[src/rtl/pdu_gen_multi_if.sv]
// Stream/metadata input bundle and packet/descriptor write bundle for pdu_gen_multi.
// master drives the payload side of each bundle, slave returns the ready/consume signals.
interface pdu_stream_if #(
  parameter int DATA_W  = 512,
  parameter int DSC_Q_W = 8,
  parameter int PKT_Q_W = 13,
  parameter int EMPTY_W = $clog2(DATA_W/8)
) ();
  logic               in_sop;
  logic               in_eop;
  logic [DATA_W-1:0]  in_data;
  logic [EMPTY_W-1:0] in_empty;
  logic               in_valid;
  logic               in_ready;
  logic               in_meta_valid;
  logic [DSC_Q_W-1:0] in_meta_dsc_q;
  logic [PKT_Q_W-1:0] in_meta_pkt_q;
  logic               in_meta_ready;

  modport master (
    output in_sop, in_eop, in_data, in_empty, in_valid,
    output in_meta_valid, in_meta_dsc_q, in_meta_pkt_q,
    input  in_ready, in_meta_ready
  );

  modport slave (
    input  in_sop, in_eop, in_data, in_empty, in_valid,
    input  in_meta_valid, in_meta_dsc_q, in_meta_pkt_q,
    output in_ready, in_meta_ready
  );
endinterface

interface pdu_wr_if #(
  parameter int DATA_W  = 512,
  parameter int DSC_Q_W = 8,
  parameter int PKT_Q_W = 13
) ();
  logic [DATA_W-1:0]  pkt_wr_data;
  logic               pkt_wr_sop;
  logic               pkt_wr_eop;
  logic               pkt_wr_en;
  logic               pkt_buf_in_ready;
  logic [DSC_Q_W-1:0] dsc_wr_dsc_q;
  logic [PKT_Q_W-1:0] dsc_wr_pkt_q;
  logic [15:0]        dsc_wr_size_bytes;
  logic [15:0]        dsc_wr_size_flits;
  logic               dsc_wr_trunc;
  logic               dsc_wr_en;
  logic               dsc_buf_in_ready;

  modport master (
    output pkt_wr_data, pkt_wr_sop, pkt_wr_eop, pkt_wr_en,
    output dsc_wr_dsc_q, dsc_wr_pkt_q, dsc_wr_size_bytes, dsc_wr_size_flits,
    output dsc_wr_trunc, dsc_wr_en,
    input  pkt_buf_in_ready, dsc_buf_in_ready
  );

  modport slave (
    input  pkt_wr_data, pkt_wr_sop, pkt_wr_eop, pkt_wr_en,
    input  dsc_wr_dsc_q, dsc_wr_pkt_q, dsc_wr_size_bytes, dsc_wr_size_flits,
    input  dsc_wr_trunc, dsc_wr_en,
    output pkt_buf_in_ready, dsc_buf_in_ready
  );
endinterface

[src/rtl/pdu_gen_multi.sv]
// Framed RX stream to PCIe packet-buffer flits plus one descriptor per packet,
// with truncation of oversize packets, framing-error recovery and saturating statistics.
module pdu_gen_multi #(
  parameter int DATA_W        = 512,
  parameter int BYTE_SWAP     = 1,
  parameter int MAX_PKT_FLITS = 150,
  parameter int DSC_Q_W       = 8,
  parameter int PKT_Q_W       = 13,
  parameter int CNT_W         = 32
) (
  input  logic             clk,
  input  logic             rst,
  pdu_stream_if.slave      rx,
  pdu_wr_if.master         tx,
  output logic [CNT_W-1:0] stat_pkts,
  output logic [CNT_W-1:0] stat_trunc,
  output logic [CNT_W-1:0] stat_err
);

  localparam int          BYTES_PER_FLIT = DATA_W / 8;
  localparam logic [15:0] FLIT_BYTES     = 16'(BYTES_PER_FLIT);
  localparam logic [15:0] MAX_FLITS      = 16'(MAX_PKT_FLITS);

  if ((DATA_W % 8) != 0 || DATA_W < 16) begin : g_width_chk
    $error("pdu_gen_multi: DATA_W must be a multiple of 8 and at least 16");
  end
  if (MAX_PKT_FLITS < 1 || (MAX_PKT_FLITS * BYTES_PER_FLIT) >= 65536) begin : g_size_chk
    $error("pdu_gen_multi: MAX_PKT_FLITS * DATA_W/8 must fit in 16 bits");
  end

  typedef enum logic [1:0] {
    IDLE    = 2'd0,
    IN_PKT  = 2'd1,
    DISCARD = 2'd2
  } state_t;

  // Reverse byte order so that byte 0 lands in the top byte lane.
  function automatic logic [DATA_W-1:0] swap_bytes(input logic [DATA_W-1:0] d);
    logic [DATA_W-1:0] res;
    res = '0;
    for (int i = 0; i < BYTES_PER_FLIT; i++) begin
      res[i*8 +: 8] = d[(BYTES_PER_FLIT-1-i)*8 +: 8];
    end
    return res;
  endfunction

  // Counters stick at all-ones instead of wrapping.
  function automatic logic [CNT_W-1:0] sat_inc(input logic [CNT_W-1:0] c);
    logic [CNT_W-1:0] res;
    if (&c) begin
      res = c;
    end else begin
      res = c + {{(CNT_W-1){1'b0}}, 1'b1};
    end
    return res;
  endfunction

  state_t             state_r;
  logic [15:0]        flits_r;
  logic [15:0]        bytes_r;
  logic [DATA_W-1:0]  pkt_wr_data_r;
  logic               pkt_wr_sop_r;
  logic               pkt_wr_eop_r;
  logic               pkt_wr_en_r;
  logic [DSC_Q_W-1:0] dsc_wr_dsc_q_r;
  logic [PKT_Q_W-1:0] dsc_wr_pkt_q_r;
  logic [15:0]        dsc_wr_size_bytes_r;
  logic [15:0]        dsc_wr_size_flits_r;
  logic               dsc_wr_trunc_r;
  logic               dsc_wr_en_r;
  logic               meta_ready_r;
  logic [CNT_W-1:0]   stat_pkts_r;
  logic [CNT_W-1:0]   stat_trunc_r;
  logic [CNT_W-1:0]   stat_err_r;

  logic               in_ready_s;
  logic               acc_s;
  logic               start_s;
  logic               cont_s;
  logic               err_s;
  logic               drop_end_s;
  logic               write_s;
  logic               trunc_s;
  logic               finish_s;
  logic [15:0]        new_flits_s;
  logic [15:0]        base_bytes_s;
  logic [15:0]        size_s;
  logic [DATA_W-1:0]  out_data_s;

  assign rx.in_ready         = in_ready_s;
  assign rx.in_meta_ready    = meta_ready_r;
  assign tx.pkt_wr_data      = pkt_wr_data_r;
  assign tx.pkt_wr_sop       = pkt_wr_sop_r;
  assign tx.pkt_wr_eop       = pkt_wr_eop_r;
  assign tx.pkt_wr_en        = pkt_wr_en_r;
  assign tx.dsc_wr_dsc_q     = dsc_wr_dsc_q_r;
  assign tx.dsc_wr_pkt_q     = dsc_wr_pkt_q_r;
  assign tx.dsc_wr_size_bytes = dsc_wr_size_bytes_r;
  assign tx.dsc_wr_size_flits = dsc_wr_size_flits_r;
  assign tx.dsc_wr_trunc     = dsc_wr_trunc_r;
  assign tx.dsc_wr_en        = dsc_wr_en_r;
  assign stat_pkts           = stat_pkts_r;
  assign stat_trunc          = stat_trunc_r;
  assign stat_err            = stat_err_r;

  // Decode the accepted flit into write / finish / truncate / error events.
  always_comb begin
    in_ready_s   = tx.pkt_buf_in_ready & tx.dsc_buf_in_ready;
    acc_s        = rx.in_valid & rx.in_meta_valid & in_ready_s;
    start_s      = 1'b0;
    cont_s       = 1'b0;
    err_s        = 1'b0;
    drop_end_s   = 1'b0;
    case (state_r)
      IDLE: begin
        start_s = acc_s & rx.in_sop;
        err_s   = acc_s & ~rx.in_sop;
      end
      IN_PKT: begin
        // A fresh sop abandons the unfinished packet and restarts on this flit.
        start_s = acc_s & rx.in_sop;
        cont_s  = acc_s & ~rx.in_sop;
        err_s   = acc_s & rx.in_sop;
      end
      DISCARD: begin
        drop_end_s = acc_s & rx.in_eop;
      end
      default: begin
        start_s = 1'b0;
      end
    endcase
    write_s = start_s | cont_s;
    if (start_s) begin
      new_flits_s  = 16'd1;
      base_bytes_s = FLIT_BYTES;
    end else begin
      new_flits_s  = flits_r + 16'd1;
      base_bytes_s = bytes_r + FLIT_BYTES;
    end
    trunc_s  = write_s & ~rx.in_eop & (new_flits_s == MAX_FLITS);
    finish_s = write_s & (rx.in_eop | trunc_s);
    if (trunc_s) begin
      size_s = base_bytes_s;
    end else begin
      size_s = base_bytes_s - 16'(rx.in_empty);
    end
    if (BYTE_SWAP != 0) begin
      out_data_s = swap_bytes(rx.in_data);
    end else begin
      out_data_s = rx.in_data;
    end
  end

  // Packet FSM, running totals, registered write/descriptor outputs and statistics.
  always_ff @(posedge clk) begin
    if (rst) begin
      state_r             <= IDLE;
      flits_r             <= 16'd0;
      bytes_r             <= 16'd0;
      pkt_wr_data_r       <= '0;
      pkt_wr_sop_r        <= 1'b0;
      pkt_wr_eop_r        <= 1'b0;
      pkt_wr_en_r         <= 1'b0;
      dsc_wr_dsc_q_r      <= '0;
      dsc_wr_pkt_q_r      <= '0;
      dsc_wr_size_bytes_r <= 16'd0;
      dsc_wr_size_flits_r <= 16'd0;
      dsc_wr_trunc_r      <= 1'b0;
      dsc_wr_en_r         <= 1'b0;
      meta_ready_r        <= 1'b0;
      stat_pkts_r         <= '0;
      stat_trunc_r        <= '0;
      stat_err_r          <= '0;
    end else begin
      pkt_wr_en_r  <= write_s;
      pkt_wr_sop_r <= start_s;
      pkt_wr_eop_r <= finish_s;
      dsc_wr_en_r  <= finish_s;
      // A truncated packet keeps its metadata until its real eop is drained.
      meta_ready_r <= (finish_s & ~trunc_s) | drop_end_s;
      if (write_s) begin
        pkt_wr_data_r <= out_data_s;
        flits_r       <= new_flits_s;
        bytes_r       <= base_bytes_s;
      end
      if (finish_s) begin
        dsc_wr_dsc_q_r      <= rx.in_meta_dsc_q;
        dsc_wr_pkt_q_r      <= rx.in_meta_pkt_q;
        dsc_wr_size_bytes_r <= size_s;
        dsc_wr_size_flits_r <= new_flits_s;
        dsc_wr_trunc_r      <= trunc_s;
        stat_pkts_r         <= sat_inc(stat_pkts_r);
      end
      if (trunc_s) begin
        stat_trunc_r <= sat_inc(stat_trunc_r);
      end
      if (err_s) begin
        stat_err_r <= sat_inc(stat_err_r);
      end
      case (state_r)
        IDLE, IN_PKT: begin
          if (finish_s) begin
            state_r <= trunc_s ? DISCARD : IDLE;
          end else if (write_s) begin
            state_r <= IN_PKT;
          end else begin
            state_r <= state_r;
          end
        end
        DISCARD: begin
          if (drop_end_s) begin
            state_r <= IDLE;
          end else begin
            state_r <= DISCARD;
          end
        end
        default: begin
          state_r <= IDLE;
        end
      endcase
    end
  end

endmodule

[src/flat_wrapper.sv]
// flat-port wrapper written by rule: the top's interface ports become plain ports
module pdu_gen_multi_flat 
#(
  parameter int DATA_W        = 512,
  parameter int BYTE_SWAP     = 1,
  parameter int MAX_PKT_FLITS = 150,
  parameter int DSC_Q_W       = 8,
  parameter int PKT_Q_W       = 13,
  parameter int CNT_W         = 32
)
  (clk, rst, stat_pkts, stat_trunc, stat_err, rx_in_sop, rx_in_eop, rx_in_data, rx_in_empty, rx_in_valid, rx_in_meta_valid, rx_in_meta_dsc_q, rx_in_meta_pkt_q, rx_in_ready, rx_in_meta_ready, tx_pkt_wr_data, tx_pkt_wr_sop, tx_pkt_wr_eop, tx_pkt_wr_en, tx_dsc_wr_dsc_q, tx_dsc_wr_pkt_q, tx_dsc_wr_size_bytes, tx_dsc_wr_size_flits, tx_dsc_wr_trunc, tx_dsc_wr_en, tx_pkt_buf_in_ready, tx_dsc_buf_in_ready);
  pdu_stream_if #(.DATA_W(DATA_W), .DSC_Q_W(DSC_Q_W), .PKT_Q_W(PKT_Q_W)) rx_i ();
  pdu_wr_if #(.DATA_W(DATA_W), .DSC_Q_W(DSC_Q_W), .PKT_Q_W(PKT_Q_W)) tx_i ();
  input  logic clk;
  input  logic rst;
  output logic [CNT_W-1:0] stat_pkts;
  output logic [CNT_W-1:0] stat_trunc;
  output logic [CNT_W-1:0] stat_err;
  input wire logic [$bits(rx_i.in_sop)-1:0] rx_in_sop;
  input wire logic [$bits(rx_i.in_eop)-1:0] rx_in_eop;
  input wire logic [$bits(rx_i.in_data)-1:0] rx_in_data;
  input wire logic [$bits(rx_i.in_empty)-1:0] rx_in_empty;
  input wire logic [$bits(rx_i.in_valid)-1:0] rx_in_valid;
  input wire logic [$bits(rx_i.in_meta_valid)-1:0] rx_in_meta_valid;
  input wire logic [$bits(rx_i.in_meta_dsc_q)-1:0] rx_in_meta_dsc_q;
  input wire logic [$bits(rx_i.in_meta_pkt_q)-1:0] rx_in_meta_pkt_q;
  output wire logic [$bits(rx_i.in_ready)-1:0] rx_in_ready;
  output wire logic [$bits(rx_i.in_meta_ready)-1:0] rx_in_meta_ready;
  output wire logic [$bits(tx_i.pkt_wr_data)-1:0] tx_pkt_wr_data;
  output wire logic [$bits(tx_i.pkt_wr_sop)-1:0] tx_pkt_wr_sop;
  output wire logic [$bits(tx_i.pkt_wr_eop)-1:0] tx_pkt_wr_eop;
  output wire logic [$bits(tx_i.pkt_wr_en)-1:0] tx_pkt_wr_en;
  output wire logic [$bits(tx_i.dsc_wr_dsc_q)-1:0] tx_dsc_wr_dsc_q;
  output wire logic [$bits(tx_i.dsc_wr_pkt_q)-1:0] tx_dsc_wr_pkt_q;
  output wire logic [$bits(tx_i.dsc_wr_size_bytes)-1:0] tx_dsc_wr_size_bytes;
  output wire logic [$bits(tx_i.dsc_wr_size_flits)-1:0] tx_dsc_wr_size_flits;
  output wire logic [$bits(tx_i.dsc_wr_trunc)-1:0] tx_dsc_wr_trunc;
  output wire logic [$bits(tx_i.dsc_wr_en)-1:0] tx_dsc_wr_en;
  input wire logic [$bits(tx_i.pkt_buf_in_ready)-1:0] tx_pkt_buf_in_ready;
  input wire logic [$bits(tx_i.dsc_buf_in_ready)-1:0] tx_dsc_buf_in_ready;
  assign rx_i.in_sop = rx_in_sop;
  assign rx_i.in_eop = rx_in_eop;
  assign rx_i.in_data = rx_in_data;
  assign rx_i.in_empty = rx_in_empty;
  assign rx_i.in_valid = rx_in_valid;
  assign rx_i.in_meta_valid = rx_in_meta_valid;
  assign rx_i.in_meta_dsc_q = rx_in_meta_dsc_q;
  assign rx_i.in_meta_pkt_q = rx_in_meta_pkt_q;
  assign rx_in_ready = rx_i.in_ready;
  assign rx_in_meta_ready = rx_i.in_meta_ready;
  assign tx_pkt_wr_data = tx_i.pkt_wr_data;
  assign tx_pkt_wr_sop = tx_i.pkt_wr_sop;
  assign tx_pkt_wr_eop = tx_i.pkt_wr_eop;
  assign tx_pkt_wr_en = tx_i.pkt_wr_en;
  assign tx_dsc_wr_dsc_q = tx_i.dsc_wr_dsc_q;
  assign tx_dsc_wr_pkt_q = tx_i.dsc_wr_pkt_q;
  assign tx_dsc_wr_size_bytes = tx_i.dsc_wr_size_bytes;
  assign tx_dsc_wr_size_flits = tx_i.dsc_wr_size_flits;
  assign tx_dsc_wr_trunc = tx_i.dsc_wr_trunc;
  assign tx_dsc_wr_en = tx_i.dsc_wr_en;
  assign tx_i.pkt_buf_in_ready = tx_pkt_buf_in_ready;
  assign tx_i.dsc_buf_in_ready = tx_dsc_buf_in_ready;
  pdu_gen_multi #(.DATA_W(DATA_W), .BYTE_SWAP(BYTE_SWAP), .MAX_PKT_FLITS(MAX_PKT_FLITS), .DSC_Q_W(DSC_Q_W), .PKT_Q_W(PKT_Q_W), .CNT_W(CNT_W)) u_core (.clk(clk), .rst(rst), .rx(rx_i), .tx(tx_i), .stat_pkts(stat_pkts), .stat_trunc(stat_trunc), .stat_err(stat_err));
endmodule
[config.mk]
export PLATFORM = sky130hd
export DESIGN_NAME = pdu_gen_multi_flat
export DESIGN_NICKNAME = d
export VERILOG_FILES = /design/src/rtl/pdu_gen_multi_if.sv /design/src/rtl/pdu_gen_multi.sv /design/src/flat_wrapper.sv
export SDC_FILE = /design/constraint.sdc
export NUM_CORES = 1
export LEC_CHECK = 0
export ABC_CLOCK_PERIOD_IN_PS = 13700
export CORE_AREA = 3 3 469 471
export DETAILED_ROUTE_END_ITERATION = 10
export DIE_AREA = 0 0 472 474
export SLEW_MARGIN = 25
export SYNTH_ARGS = -nofsm -noshare
export SYNTH_HDL_FRONTEND = slang
export SYNTH_SLANG_ARGS = --single-unit
[constraint.sdc]
create_clock -name clk -period 13.7 [get_ports clk]
set_clock_uncertainty 0.2 [all_clocks]
set_input_delay 4.11 -clock clk [delete_from_list [all_inputs] [get_ports clk]]
set_output_delay 4.11 -clock clk [all_outputs]
set_load 0.01 [all_outputs]
Yosys cells after proc, flatten, opt, wreduce, memory -nomap -nowiden:

Index checks and enable logic that the tools add are counted.

* add/sub/neg operators: 6
* bitwise gates (word level): 19
* reduce and logical (&&, ||, !) cells: 8
* eq/ne operators: 4
* multiplexer cells: 12

Operator list (count)
* adder 32 x 1 -> 32 bit, second input constant: 3
* AND reduction 32 bit: 3
* 2-to-1 mux 16 bit: 3
* adder 16 x 1 -> 16 bit, second input constant: 1
* adder 16 x 7 -> 16 bit, second input constant: 1
* == test 16 x 8 -> 1 bit, second input constant: 1
* subtractor 16 x 6 -> 16 bit: 1
* AND 1 bit: 10
* 2-to-1 mux 2 bit: 4
* NOT 1 bit: 6
* AND reduction 2 bit: 3
* case mux 2 bit (2 select lines): 1
* 2-to-1 mux 1 bit: 3
* inequality test 3 x 1 -> 1 bit, second input constant: 1
* bitwise OR 1 bit: 3
* == test 2 x 1 -> 1 bit, second input constant: 1
* == test 2 bit, second input constant: 1
* zero test 2 bit: 1
* case mux 1 bit (2 select lines): 1
* OR reduction 2 bit: 1

* word-level logic and storage cells: 65
* bits in registers: 700

Logic depth before layout (Yosys ltp):

* word-level depth: 11
* gate-level depth with buffers: 15
* gate-level depth less buffers: 14

Worst setup path before layout:

OpenSTA, ideal clock, no wires.

* path type: input port to output port
* start point: in tx_pkt_buf_in_ready
* end point: out rx_in_ready
* data required time: 9390 ps
* path buffers: 0
* path slack: 5115 ps
* stages on the path: 1
* arrival: 4275 ps
* cell sequence: and2_1

* longest elaborated chain between the ends: 1

Ends and longest elaborated chain
* from (decl): RTL line flat_wrapper.sv:39 `input wire logic [$bits(tx_i.pkt_buf_in_ready)-1:0] tx_pkt_buf_in_ready;`
* AND 1 bit: RTL line pdu_gen_multi.sv:108 `in_ready_s = tx.pkt_buf_in_ready & tx.dsc_buf_in_ready;`
* to (decl): RTL line flat_wrapper.sv:27 `output wire logic [$bits(rx_i.in_ready)-1:0] rx_in_ready;`

No other way between the ends.

Worst setup path after layout:

Same ends and word-level chain as after synthesis.

==> impl_metrics.ini <==
[clock_tree]
cts_setup_buffers = 0
cts_resized = 0
clk_root_buffer_cell = clkbuf_16
cts_tree = built
cts_hold_buf = 0
cts_sinks = 700
cts_buffers = 89
clk_path_buf_depth = 3
clkTransAtPathRegs_ns = 0.06
cts-htree-levels = 3
clk_latency_ns = 0.71

[power_and_ir_drop]
total_switching_power_w = 0.00118
p_int_w = 0.00381
p_leak_nw = 14.3
peakVddDrop_v = 0.0000969
pwr-share-clk_pct = 51.6
p_comb_share_pct = 6.9
pwr_density_cell_nw_per_um2 = 111
seqPwrFrac_pct = 41.5
p_sw_share_pct = 23.7

[critical_path]
startpoint_type = primary input
crit_family = buffers and inverters
worstPathCellList = clkdlybuf4s50_1 > and2_1 > clkdlybuf4s50_1
crit_arrival_ns = 5.26
path_buf_inv = 2
max_stage_delay_ns = 0.52
critPathRequiredTime_ns = 9.39
path_class = in -> out
crit_fanout = 3
end_kind = output pin
slowest_stage = clkdlybuf4s50_1
cp_common_cell = clkdlybuf4s50_1

[place]
place_ws_ns = 4.12
dpl.hpwl_um = 151000
routabilityCongestion = 0.906
io_buffer_count = 1214
dpl_cell_area_um2 = 41500

[logic_synthesis]
yosysSeqAreaShare_pct = 52.9
yosysTopAreaCell = dfxtp_1
synth_edf_count = 0
synth-main-ff-cell = dfxtp_1
synth_top_cells_by_area = dfxtp_1, nand2_1, a21oi_1
syn-num-nets = 3911
syn_area_per_cell_um2 = 7.90
synth.cell_area_um2 = 26500
synth_common_cells = nand2_1, dfxtp_1, a21oi_1, clkbuf_1, nor2_1
async_flop_share_pct = 0
synth_most_common_cell = nand2_1
ys_ff_latch = 700
yosysTopAreaCellShare_pct = 52.9
synthDistinctLibCells = 71
syn-instance-count = 3352
yosysWarningCount = 0

[die]
die-area_um2 = 224000
core_um2 = 217000
initial_core_util_pct = 12.2
die_w_um = 472
placementRows = 171
pin_count = 1215
die_y_um = 474

[timing]
max_freq_mhz = 104
slew_headroom_pct = 28.1
worst_slew_pin_slew_ns = 1.07
final_max_slew_viol_count = 0
hold_viol = 0
rsz0062_at_grt = false
setup_ws_ns = 4.13
post-route-period-util_pct = 69.9
setup_viol = 0
fin_setup_tns_ns = 0
fin_crit_ns = 9.57

[run_status]
run_status = completed

[grt]
grt_pass1_vias = 27200
gr-usage-all-layers_pct = 15.6
grt_max_degree = 191
grt-ovfl-total = 0
grt_pass1_wl_um = 238000
antenna_found_initial = 162

[worst_hold_path]
min_path_type = reg -> reg

[layout]
final_cell_area_um2 = 44800
drive_above_1_share_pct = 4.45
final_net_count = 5001
syn_to_final_growth_pct = 69.3
fillers = 24000

[detailed_routing]
viasPerCell = 3.86
wirelength_um = 183000
ant_nets = 0
drc = 0
dr.pass1.iters = 5
wl_per_cell_um = 24.7
drt_iter0_markers = 1805
vias = 28600

[job]
cap_violations = 0
## logic make-up after synthesis
group / Yosys count / synth area share (%)
AND/OR/NAND/NOR: 1593 / 25.5
multiplexers: 6 / 0.232
adder cells (fa/ha/maj): 12 / 0.595
flip-flops: 700 / 52.9
XOR/XNOR: 107 / 3.54
AO/OA/AOI/OAI: 673 / 13.4
buffers and inverters: 261 / 3.86
## registers in the layout, summed over array words and instances (netlist names)
register and flops:
u_core.tx.pkt_wr_data 512, u_core.stat_err 32, u_core.stat_pkts 32, u_core.stat_trunc 32
u_core.bytes_r 16, u_core.flits_r 16, u_core.tx.dsc_wr_size_bytes 16, u_core.tx.dsc_wr_size_flits 16
u_core.tx.dsc_wr_pkt_q 13, u_core.tx.dsc_wr_dsc_q 8, u_core.state_r 2, u_core.rx.in_meta_ready 1
u_core.tx.dsc_wr_en 1, u_core.tx.dsc_wr_trunc 1, u_core.tx.pkt_wr_en 1, u_core.tx.pkt_wr_sop 1
## routing by layer
metal  part of all wire [%]  track usage, %  up-vias
met4                    4.6            6.22       64
met5                   0.23               0        -
met3                     12            8.37      418
li1                       -               -    13300
met2                     48            26.7     1357
met1                     35            15.8    13500
## worst paths after layout
path | startpoint | to | slack (ns) | depth (start not counted)
max | tx_pkt_buf_in_ready | rx_in_ready | 4.13 | 3
min | u_core.tx.dsc_wr_pkt_q[6] | u_core.tx.dsc_wr_pkt_q[6] | 0.25 | 2
max reg2reg | u_core.flits_r[0] | u_core.stat_pkts[31] | 9.25 | 9
min reg2reg | u_core.tx.dsc_wr_pkt_q[6] | u_core.tx.dsc_wr_pkt_q[6] | 0.25 | 2
## final cells by class
| type | count | area (um^2) | area share [%] |
|---|---|---|---|
| multi-input combinational | 2391 | 11500 | 25.6 |
| clock inverter | 37 | 593 | 1.32 |
| sequential | 700 | 14000 | 31.3 |
| timing repair buffer | 1239 | 12400 | 27.7 |
| tap | 2854 | 3570 | 7.97 |
| antenna | 37 | 92.6 | 0.207 |
| inverter | 21 | 78.8 | 0.176 |
| clock buffer | 125 | 2570 | 5.73 |
## stage by stage
step / utilization [%] / std cells / total power [W] / hold slack [ns]
final: 20.7 / 7404 / 0.00499 / 0.253
after global routing: 20.7 / 7388 / 0.00517 / 0.267
after CTS: 20.6 / 7367 / 0.00509 / 0.254
after detailed placement: 19.2 / 7205 / 0.00246 / 0.246
after global placement: 19.2 / 7205 / 0.00246 / 0.241
after floorplan: - / 3352 / 0.00220 / 0.238
## layout by cell type (no fill, tap or decap), types with 7 or more instances in the layout
cell and count:
a211oi_1 9, a21oi_1 593, a22oi_1 7, and2_1 13, and3_1 20, and4_1 15
buf_4 18, bufinv_16 13, clkbuf_1 19, clkbuf_16 92, clkbuf_8 14, clkdlybuf4s50_1 1213
clkinv_2 11, dfxtp_1 700, diode_2 37, ha_1 11, inv_1 21, nand2_1 1172
nand2b_1 7, nand3_1 56, nand4_1 41, nor2_1 158, nor2b_1 11, nor3_1 27
nor4_1 11, nor4_2 9, o21ai_0 26, or3_1 16, xnor2_1 45, xor2_1 62
## tightest hold or removal path, delay by kind of cell, from the launching register on
family          cells  cell delay [ns]
flops               1             0.30
simple gates        1             0.05
compound gates      1             0.05
## power groups by stage
stage	registers [W]	clock network [W]	logic [W]
5_1_grt	0.00207	0.00274	0.000366
3_3_place_gp	0.00211	0	0.000346
3_5_place_dp	0.00211	0	0.000346
2_1_floorplan	0.00212	0	0.0000767
6_report	0.00207	0.00257	0.000342
4_1_cts	0.00207	0.00267	0.000348
Note: power is estimated with default switching activity, not from simulation.
